## config.mk

```make
export PLATFORM = sky130hd
export DESIGN_NAME = ext_ram_arbiter_flat
export DESIGN_NICKNAME = d
export VERILOG_FILES = /design/src/rtl/ldpc_mem_pkg.sv /design/src/rtl/ext_ram_arbiter_if.sv /design/src/rtl/ext_ram_arbiter_rr_arb2.sv /design/src/rtl/ext_ram_arbiter.sv /design/src/flat_wrapper.sv
export SDC_FILE = /design/constraint.sdc
export NUM_CORES = 1
export LEC_CHECK = 0
export CAP_MARGIN = 20
export CORE_MARGIN = 3
export CORE_UTILIZATION = 23
export CTS_CLUSTER_SIZE = 16
export DETAILED_ROUTE_END_ITERATION = 6
export MAX_ROUTING_LAYER = met4
export PLACE_DENSITY = 0.95
export RECOVER_POWER = 100
export SLEW_MARGIN = 30
export SYNTH_ARGS = -nofsm -noshare
export SYNTH_HDL_FRONTEND = slang
export SYNTH_SLANG_ARGS = --single-unit
```

## constraint.sdc

```tcl
create_clock -name clk -period 3.8 [get_ports clk]
set_clock_uncertainty 0.15 [all_clocks]
set_input_delay 0.95 -clock clk [delete_from_list [all_inputs] [get_ports clk]]
set_output_delay 0.95 -clock clk [all_outputs]
set_load 0.01 [all_outputs]
```

## src/rtl/ldpc_mem_pkg.sv

```systemverilog
// Shared decoder-memory definitions: default RAM geometry, the arbiter
// ownership states and the pending-read record.
package ldpc_mem_pkg;

    // Three 5-bit LLR lanes per word, 256 words.
    localparam int unsigned DATA_WIDTH_DEF = 15;
    localparam int unsigned ADDR_WIDTH_DEF = 8;

    // IDLE arbitrates round-robin; OWNx means port x holds a locked burst.
    typedef enum logic [1:0] {
        IDLE = 2'd0,
        OWN0 = 2'd1,
        OWN1 = 2'd2
    } arb_state_e;

    // A granted read whose data arrives from the RAM on the next cycle.
    typedef struct packed {
        logic valid;
        logic port;
    } pend_rd_t;

endpackage

```

## src/rtl/ext_ram_arbiter_if.sv

```systemverilog
// Bus between the two requesters, the arbiter and the external RAM.
//   requester 0/1 : req, we, addr, wdata, lock  -> arbiter
//                   gnt, rvalid, rdata          <- arbiter
//   RAM           : ram_address, ram_data_in, ram_we, ram_cs <- arbiter
//                   ram_data_out (sync read, 1 cycle after cs) -> arbiter
// Modport slave is the arbiter's view, master the environment's view.
interface ext_ram_arbiter_if
    import ldpc_mem_pkg::*;
#(
    parameter int unsigned DATA_WIDTH = DATA_WIDTH_DEF,
    parameter int unsigned ADDR_WIDTH = ADDR_WIDTH_DEF
);
    logic                  req0, req1;
    logic                  we0, we1;
    logic [ADDR_WIDTH-1:0] addr0, addr1;
    logic [DATA_WIDTH-1:0] wdata0, wdata1;
    logic                  lock0, lock1;
    logic                  gnt0, gnt1;
    logic                  rvalid0, rvalid1;
    logic [DATA_WIDTH-1:0] rdata0, rdata1;
    logic [ADDR_WIDTH-1:0] ram_address;
    logic [DATA_WIDTH-1:0] ram_data_in;
    logic                  ram_we;
    logic                  ram_cs;
    logic [DATA_WIDTH-1:0] ram_data_out;

    modport slave (
        input  req0, req1, we0, we1, addr0, addr1, wdata0, wdata1, lock0, lock1,
        input  ram_data_out,
        output gnt0, gnt1, rvalid0, rvalid1, rdata0, rdata1,
        output ram_address, ram_data_in, ram_we, ram_cs
    );

    modport master (
        output req0, req1, we0, we1, addr0, addr1, wdata0, wdata1, lock0, lock1,
        output ram_data_out,
        input  gnt0, gnt1, rvalid0, rvalid1, rdata0, rdata1,
        input  ram_address, ram_data_in, ram_we, ram_cs
    );
endinterface

```

## src/rtl/ext_ram_arbiter_rr_arb2.sv

```systemverilog
// Two-way round-robin pick.
//   req0/req1  : requests
//   last_grant : port granted most recently
//   pick0/pick1: one-hot (or zero) choice; on conflict the port that was
//                not granted last wins.
module rr_arb2 (
    input  logic req0,
    input  logic req1,
    input  logic last_grant,
    output logic pick0,
    output logic pick1
);
    always_comb begin
        pick0 = 1'b0;
        pick1 = 1'b0;
        if (req0 && req1) begin
            pick0 = last_grant;
            pick1 = ~last_grant;
        end else begin
            pick0 = req0;
            pick1 = req1;
        end
    end
endmodule

```

## src/rtl/ext_ram_arbiter.sv

```systemverilog
// Arbiter sharing one synchronous external RAM between the variable-node
// (port 0) and check-node (port 1) requesters.
//   clk, rst : rising-edge clock, asynchronous active-high reset
//   bus      : requester handshakes, read returns and RAM drive (slave view)
// Grants are combinational and steer the RAM in the same cycle; read data
// returns on rvalid one cycle after the grant. A grant with lock held keeps
// ownership until that port drops req or lock.
module ext_ram_arbiter
    import ldpc_mem_pkg::*;
#(
    parameter int unsigned DATA_WIDTH = DATA_WIDTH_DEF,
    parameter int unsigned ADDR_WIDTH = ADDR_WIDTH_DEF
) (
    input  logic clk,
    input  logic rst,
    ext_ram_arbiter_if.slave bus
);
    arb_state_e state_q, state_d;
    logic       last_grant_q, last_grant_d;
    pend_rd_t   pend_q, pend_d;

    logic                  pick0, pick1;
    logic                  gnt0, gnt1;
    logic                  ram_cs, ram_we;
    logic [ADDR_WIDTH-1:0] ram_address;
    logic [DATA_WIDTH-1:0] ram_data_in;
    logic                  rvalid0, rvalid1;

    rr_arb2 u_rr_arb2 (
        .req0       (bus.req0),
        .req1       (bus.req1),
        .last_grant (last_grant_q),
        .pick0      (pick0),
        .pick1      (pick1)
    );

    // The exiting cycle of a burst is still arbitrated as OWNx, so the other
    // port only gets in on the following cycle.
    always_comb begin
        gnt0 = 1'b0;
        gnt1 = 1'b0;
        case (state_q)
            IDLE: begin
                gnt0 = pick0;
                gnt1 = pick1;
            end
            OWN0:    gnt0 = bus.req0;
            OWN1:    gnt1 = bus.req1;
            default: ;
        endcase
        // Grants are combinational, so they need explicit masking in reset.
        if (rst) begin
            gnt0 = 1'b0;
            gnt1 = 1'b0;
        end
    end

    always_comb begin
        state_d      = state_q;
        last_grant_d = last_grant_q;
        case (state_q)
            IDLE: begin
                if (gnt0 && bus.lock0)      state_d = OWN0;
                else if (gnt1 && bus.lock1) state_d = OWN1;
            end
            OWN0:    if (!bus.req0 || !bus.lock0) state_d = IDLE;
            OWN1:    if (!bus.req1 || !bus.lock1) state_d = IDLE;
            default: state_d = IDLE;
        endcase
        if (gnt0)      last_grant_d = 1'b0;
        else if (gnt1) last_grant_d = 1'b1;
        pend_d.valid = (gnt0 && !bus.we0) || (gnt1 && !bus.we1);
        pend_d.port  = gnt1;
    end

    always_comb begin
        ram_cs      = gnt0 | gnt1;
        ram_we      = 1'b0;
        ram_address = '0;
        ram_data_in = '0;
        if (gnt0) begin
            ram_we      = bus.we0;
            ram_address = bus.addr0;
            ram_data_in = bus.wdata0;
        end else if (gnt1) begin
            ram_we      = bus.we1;
            ram_address = bus.addr1;
            ram_data_in = bus.wdata1;
        end
    end

    always_ff @(posedge clk or posedge rst) begin
        if (rst) begin
            state_q      <= IDLE;
            last_grant_q <= 1'b1;
            pend_q       <= '0;
        end else begin
            state_q      <= state_d;
            last_grant_q <= last_grant_d;
            pend_q       <= pend_d;
        end
    end

    assign rvalid0 = pend_q.valid && !pend_q.port;
    assign rvalid1 = pend_q.valid &&  pend_q.port;

    assign bus.gnt0        = gnt0;
    assign bus.gnt1        = gnt1;
    assign bus.ram_cs      = ram_cs;
    assign bus.ram_we      = ram_we;
    assign bus.ram_address = ram_address;
    assign bus.ram_data_in = ram_data_in;
    assign bus.rvalid0     = rvalid0;
    assign bus.rvalid1     = rvalid1;
    assign bus.rdata0      = rvalid0 ? bus.ram_data_out : '0;
    assign bus.rdata1      = rvalid1 ? bus.ram_data_out : '0;
endmodule

```

## src/flat_wrapper.sv

```systemverilog
// flat-port wrapper written by rule: the top's interface ports become plain ports
module ext_ram_arbiter_flat import ldpc_mem_pkg::*;
#(
    parameter int unsigned DATA_WIDTH = DATA_WIDTH_DEF,
    parameter int unsigned ADDR_WIDTH = ADDR_WIDTH_DEF
)
  (clk, rst, bus_req0, bus_req1, bus_we0, bus_we1, bus_addr0, bus_addr1, bus_wdata0, bus_wdata1, bus_lock0, bus_lock1, bus_ram_data_out, bus_gnt0, bus_gnt1, bus_rvalid0, bus_rvalid1, bus_rdata0, bus_rdata1, bus_ram_address, bus_ram_data_in, bus_ram_we, bus_ram_cs);
  ext_ram_arbiter_if #(.DATA_WIDTH(DATA_WIDTH), .ADDR_WIDTH(ADDR_WIDTH)) bus_i ();
  input  logic clk;
  input  logic rst;
  input wire logic [$bits(bus_i.req0)-1:0] bus_req0;
  input wire logic [$bits(bus_i.req1)-1:0] bus_req1;
  input wire logic [$bits(bus_i.we0)-1:0] bus_we0;
  input wire logic [$bits(bus_i.we1)-1:0] bus_we1;
  input wire logic [$bits(bus_i.addr0)-1:0] bus_addr0;
  input wire logic [$bits(bus_i.addr1)-1:0] bus_addr1;
  input wire logic [$bits(bus_i.wdata0)-1:0] bus_wdata0;
  input wire logic [$bits(bus_i.wdata1)-1:0] bus_wdata1;
  input wire logic [$bits(bus_i.lock0)-1:0] bus_lock0;
  input wire logic [$bits(bus_i.lock1)-1:0] bus_lock1;
  input wire logic [$bits(bus_i.ram_data_out)-1:0] bus_ram_data_out;
  output wire logic [$bits(bus_i.gnt0)-1:0] bus_gnt0;
  output wire logic [$bits(bus_i.gnt1)-1:0] bus_gnt1;
  output wire logic [$bits(bus_i.rvalid0)-1:0] bus_rvalid0;
  output wire logic [$bits(bus_i.rvalid1)-1:0] bus_rvalid1;
  output wire logic [$bits(bus_i.rdata0)-1:0] bus_rdata0;
  output wire logic [$bits(bus_i.rdata1)-1:0] bus_rdata1;
  output wire logic [$bits(bus_i.ram_address)-1:0] bus_ram_address;
  output wire logic [$bits(bus_i.ram_data_in)-1:0] bus_ram_data_in;
  output wire logic [$bits(bus_i.ram_we)-1:0] bus_ram_we;
  output wire logic [$bits(bus_i.ram_cs)-1:0] bus_ram_cs;
  assign bus_i.req0 = bus_req0;
  assign bus_i.req1 = bus_req1;
  assign bus_i.we0 = bus_we0;
  assign bus_i.we1 = bus_we1;
  assign bus_i.addr0 = bus_addr0;
  assign bus_i.addr1 = bus_addr1;
  assign bus_i.wdata0 = bus_wdata0;
  assign bus_i.wdata1 = bus_wdata1;
  assign bus_i.lock0 = bus_lock0;
  assign bus_i.lock1 = bus_lock1;
  assign bus_i.ram_data_out = bus_ram_data_out;
  assign bus_gnt0 = bus_i.gnt0;
  assign bus_gnt1 = bus_i.gnt1;
  assign bus_rvalid0 = bus_i.rvalid0;
  assign bus_rvalid1 = bus_i.rvalid1;
  assign bus_rdata0 = bus_i.rdata0;
  assign bus_rdata1 = bus_i.rdata1;
  assign bus_ram_address = bus_i.ram_address;
  assign bus_ram_data_in = bus_i.ram_data_in;
  assign bus_ram_we = bus_i.ram_we;
  assign bus_ram_cs = bus_i.ram_cs;
  ext_ram_arbiter #(.DATA_WIDTH(DATA_WIDTH), .ADDR_WIDTH(ADDR_WIDTH)) u_core (.clk(clk), .rst(rst), .bus(bus_i));
endmodule
```

==> results.md <==
- Status: completed
- Largest net degree at the start of global routing: 26
- M1 GR Usage: 21.4%
- Vias: 1210
- Yosys cell types: 25
- DR WL/cell: 15.3 um
- Minimum clock period: 3740 ps
- PD cells: 169 nW/um2
- CP Capture Type: primary output
- DIE HEIGHT: 62.8 um
- Number of global-route vias before repair: 1217
- Mapped Area: 742 um2
- CP Data Arrival Time: 2640 ps
- Max transition margin: 65.6%
- CTS tree: built
- DPL Wire Length: 3.23 mm
- Critical Path Most Common Cell: clkdlybuf4s50_1
- Die width: 62.8 um
- Sequential area share after synthesis: 17.0%
- Antenna cells: 0
- CTS Hold Buffers Added: 0
- Worst-skew pair later-pin latency: 240 ps
- Initial antenna violation count: 0
- Worst IR drop on VDD: 0.0810 mV
- TritonCTS Buffers: 3
- Vias per cell: 4.60
- Startpoint Class: input pin
- CP max-delay cell: clkdlybuf4s50_1
- CP top delay family: buffers and inverters
- FF+latch count, synth: 5
- Avg Cell Area, Syn: 8.43 um2
- Global routing's busiest layer: met2
- GRT Total Usage: 20.3%
- Global-route wire length before repair: 6.16 mm
- CP required: 2700 ps
- Sink Count: 5
- RSZ-0062 raised after global routing: no
- Most common cell after layout, fill and taps aside: clkdlybuf4s50_1
- Commonest cells after routing, fill and taps aside: clkdlybuf4s50_1, dlygate4sd3_1, a22o_1, dlygate4sd2_1, and3_1
- Syn nets: 157
- Global Route met2 Usage: 39.7%
- Slew Limit Fails: 0
- Initial drt markers: 57
- Lkg Pwr: 1.06 nW
- Core Rows: 19
- Global Route met3 Usage: 3.96%
- Ys Warns: 0
- Top cell type's share of synthesized area: 27.2%
- Initial core utilization: 25.6%
- Full die area: 3940 um2
- Worst-path fanout max: 12
- GRT overflow: 0
- ANT nets after route: 0
- Final setup fails: 0
- Nets: 291
- Reg2reg setup slack: 2330 ps
- Worst Tran Pin Value: 516 ps
- Post-synth top area cell: a22o_1
- IO Port Bufs: 127
- Ratio of final minimum period to clock period: 98.4%
- Root Buffer: clkbuf_4
- Total design power: 0.358 mW
- DRC violations left: 0
- CP max stage delay: 540 ps
- Area contributors post-synth: a22o_1, and2_1, dfrtp_1, and3_1, buf_6
- Max Root-Sink Buffers: 2
- Htree depth: 1
- Max-cap violation count: 0
- Post-synthesis cell count: 88
- DRT Pass-1 Iters: 4
- WS Path Type: input pin to primary output
- FMAX: 0.267 GHz
- Setup TNS: 0 ps
- RD Place Congestion: 0.833
- Hold Path Class: register to register
- Top-Level Pins: 128
- Final count of hold timing violations: 0
- Critical Path, Cell by Cell: clkdlybuf4s50_1, nor2b_2, a211oi_4, buf_6, buf_16, clkdlybuf4s50_1
- Core area: 2900 um2
- Total Wirelength: 4.01 mm
- Crit path buf inv count: 4
- Share of cells above drive strength 1: 8.60%
- Worst-path clk slew: 50 ps
- Area delta synth->final: 186%
[sequential cells by signal, indices dropped and copies added (netlist names)]
register / count
u_core.last_grant_q: 1
u_core.state_q: 2
u_core.pend_q: 2
[synthesized netlist by cell type, drive strengths merged]
| cell | instances |
|---|---|
| o21a | 1 |
| a22o | 23 |
| inv | 4 |
| dfstp | 1 |
| or2b | 1 |
| o21ai | 1 |
| buf | 5 |
| dfrtp | 4 |
| a211oi | 1 |
| a21o | 1 |
| a2111oi | 1 |
| nor3b | 2 |
| a21oi | 2 |
| nor2 | 2 |
| and2 | 16 |
| clkbuf | 2 |
| nor2b | 2 |
| o41ai | 1 |
| o2bb2ai | 1 |
| nand4b | 1 |
| and3 | 15 |
| nand2b | 1 |
[per-layer routing]
metal / routed length, um / share of wire [%]
met1: 1460 / 36
met2: 2310 / 57
met4: 26 / 0.65
met3: 224 / 5.6
met5: 0 / 0
[logic make-up (layout without fill, tap and decap cells)]
kind of cell,count (synthesis),in the layout,share of synthesized area [%]
AND/OR/NAND/NOR,40,40,35.2
AO/OA/AOI/OAI,32,32,37.9
buffers and inverters,11,144,9.78
flip-flops,5,5,17.0
[path summary, 6_finish.rpt]
path | start | end | cells past startpoint
max | bus_req0 | bus_gnt1 | 6
min | u_core.state_q[0] | u_core.state_q[0] | 1
max reg2reg | u_core.state_q[1] | u_core.state_q[0] | 4
min reg2reg | u_core.state_q[0] | u_core.state_q[0] | 1
max in group asynchronous | rst | u_core.last_grant_q | 3
min in group asynchronous | rst | u_core.state_q[1] | 3
[timing repair]
action | CTS | global route
pin swaps | 1 | 0
resized for setup | 27 | 2
gates cloned | 1 | 0
setup endpoints to repair | 24 | 1
setup buffers | 1 | 0
[layout make-up]
type	instances	area [um2]
fillers	240	781
multi-input cells	72	556
well taps	42	52.6
repair buffers	136	1340
flip-flops and latches	5	126
clock buffers	3	22.5
clock inverters	1	5.00
inverters	4	15.0
[power by group]
group | switching [mW] | leakage [nW] | internal [mW] | total (mW)
combinational | 0.0802 | 0.974 | 0.143 | 0.223
sequential | 0.0122 | 0.0642 | 0.0598 | 0.0720
clock | 0.0246 | 0.0177 | 0.0382 | 0.0629
total | 0.117 | 1.06 | 0.241 | 0.358
[metrics by stage]
step / setup slack (ps) / cells / instance area (um2) / hold WS (ps) / util [%]
after floorplan: 881 / 88 / 742 / 306 / -
after global placement: -22.9 / 257 / 2090 / 331 / 71.9
after detailed placement: -101 / 257 / 2090 / 353 / 71.9
after CTS: 21.0 / 263 / 2130 / 361 / 73.4
after global routing: 12.4 / 263 / 2120 / 408 / 73.1
final: 59.3 / 263 / 2120 / 355 / 73.1
Power figures use the tool's default switching activity.
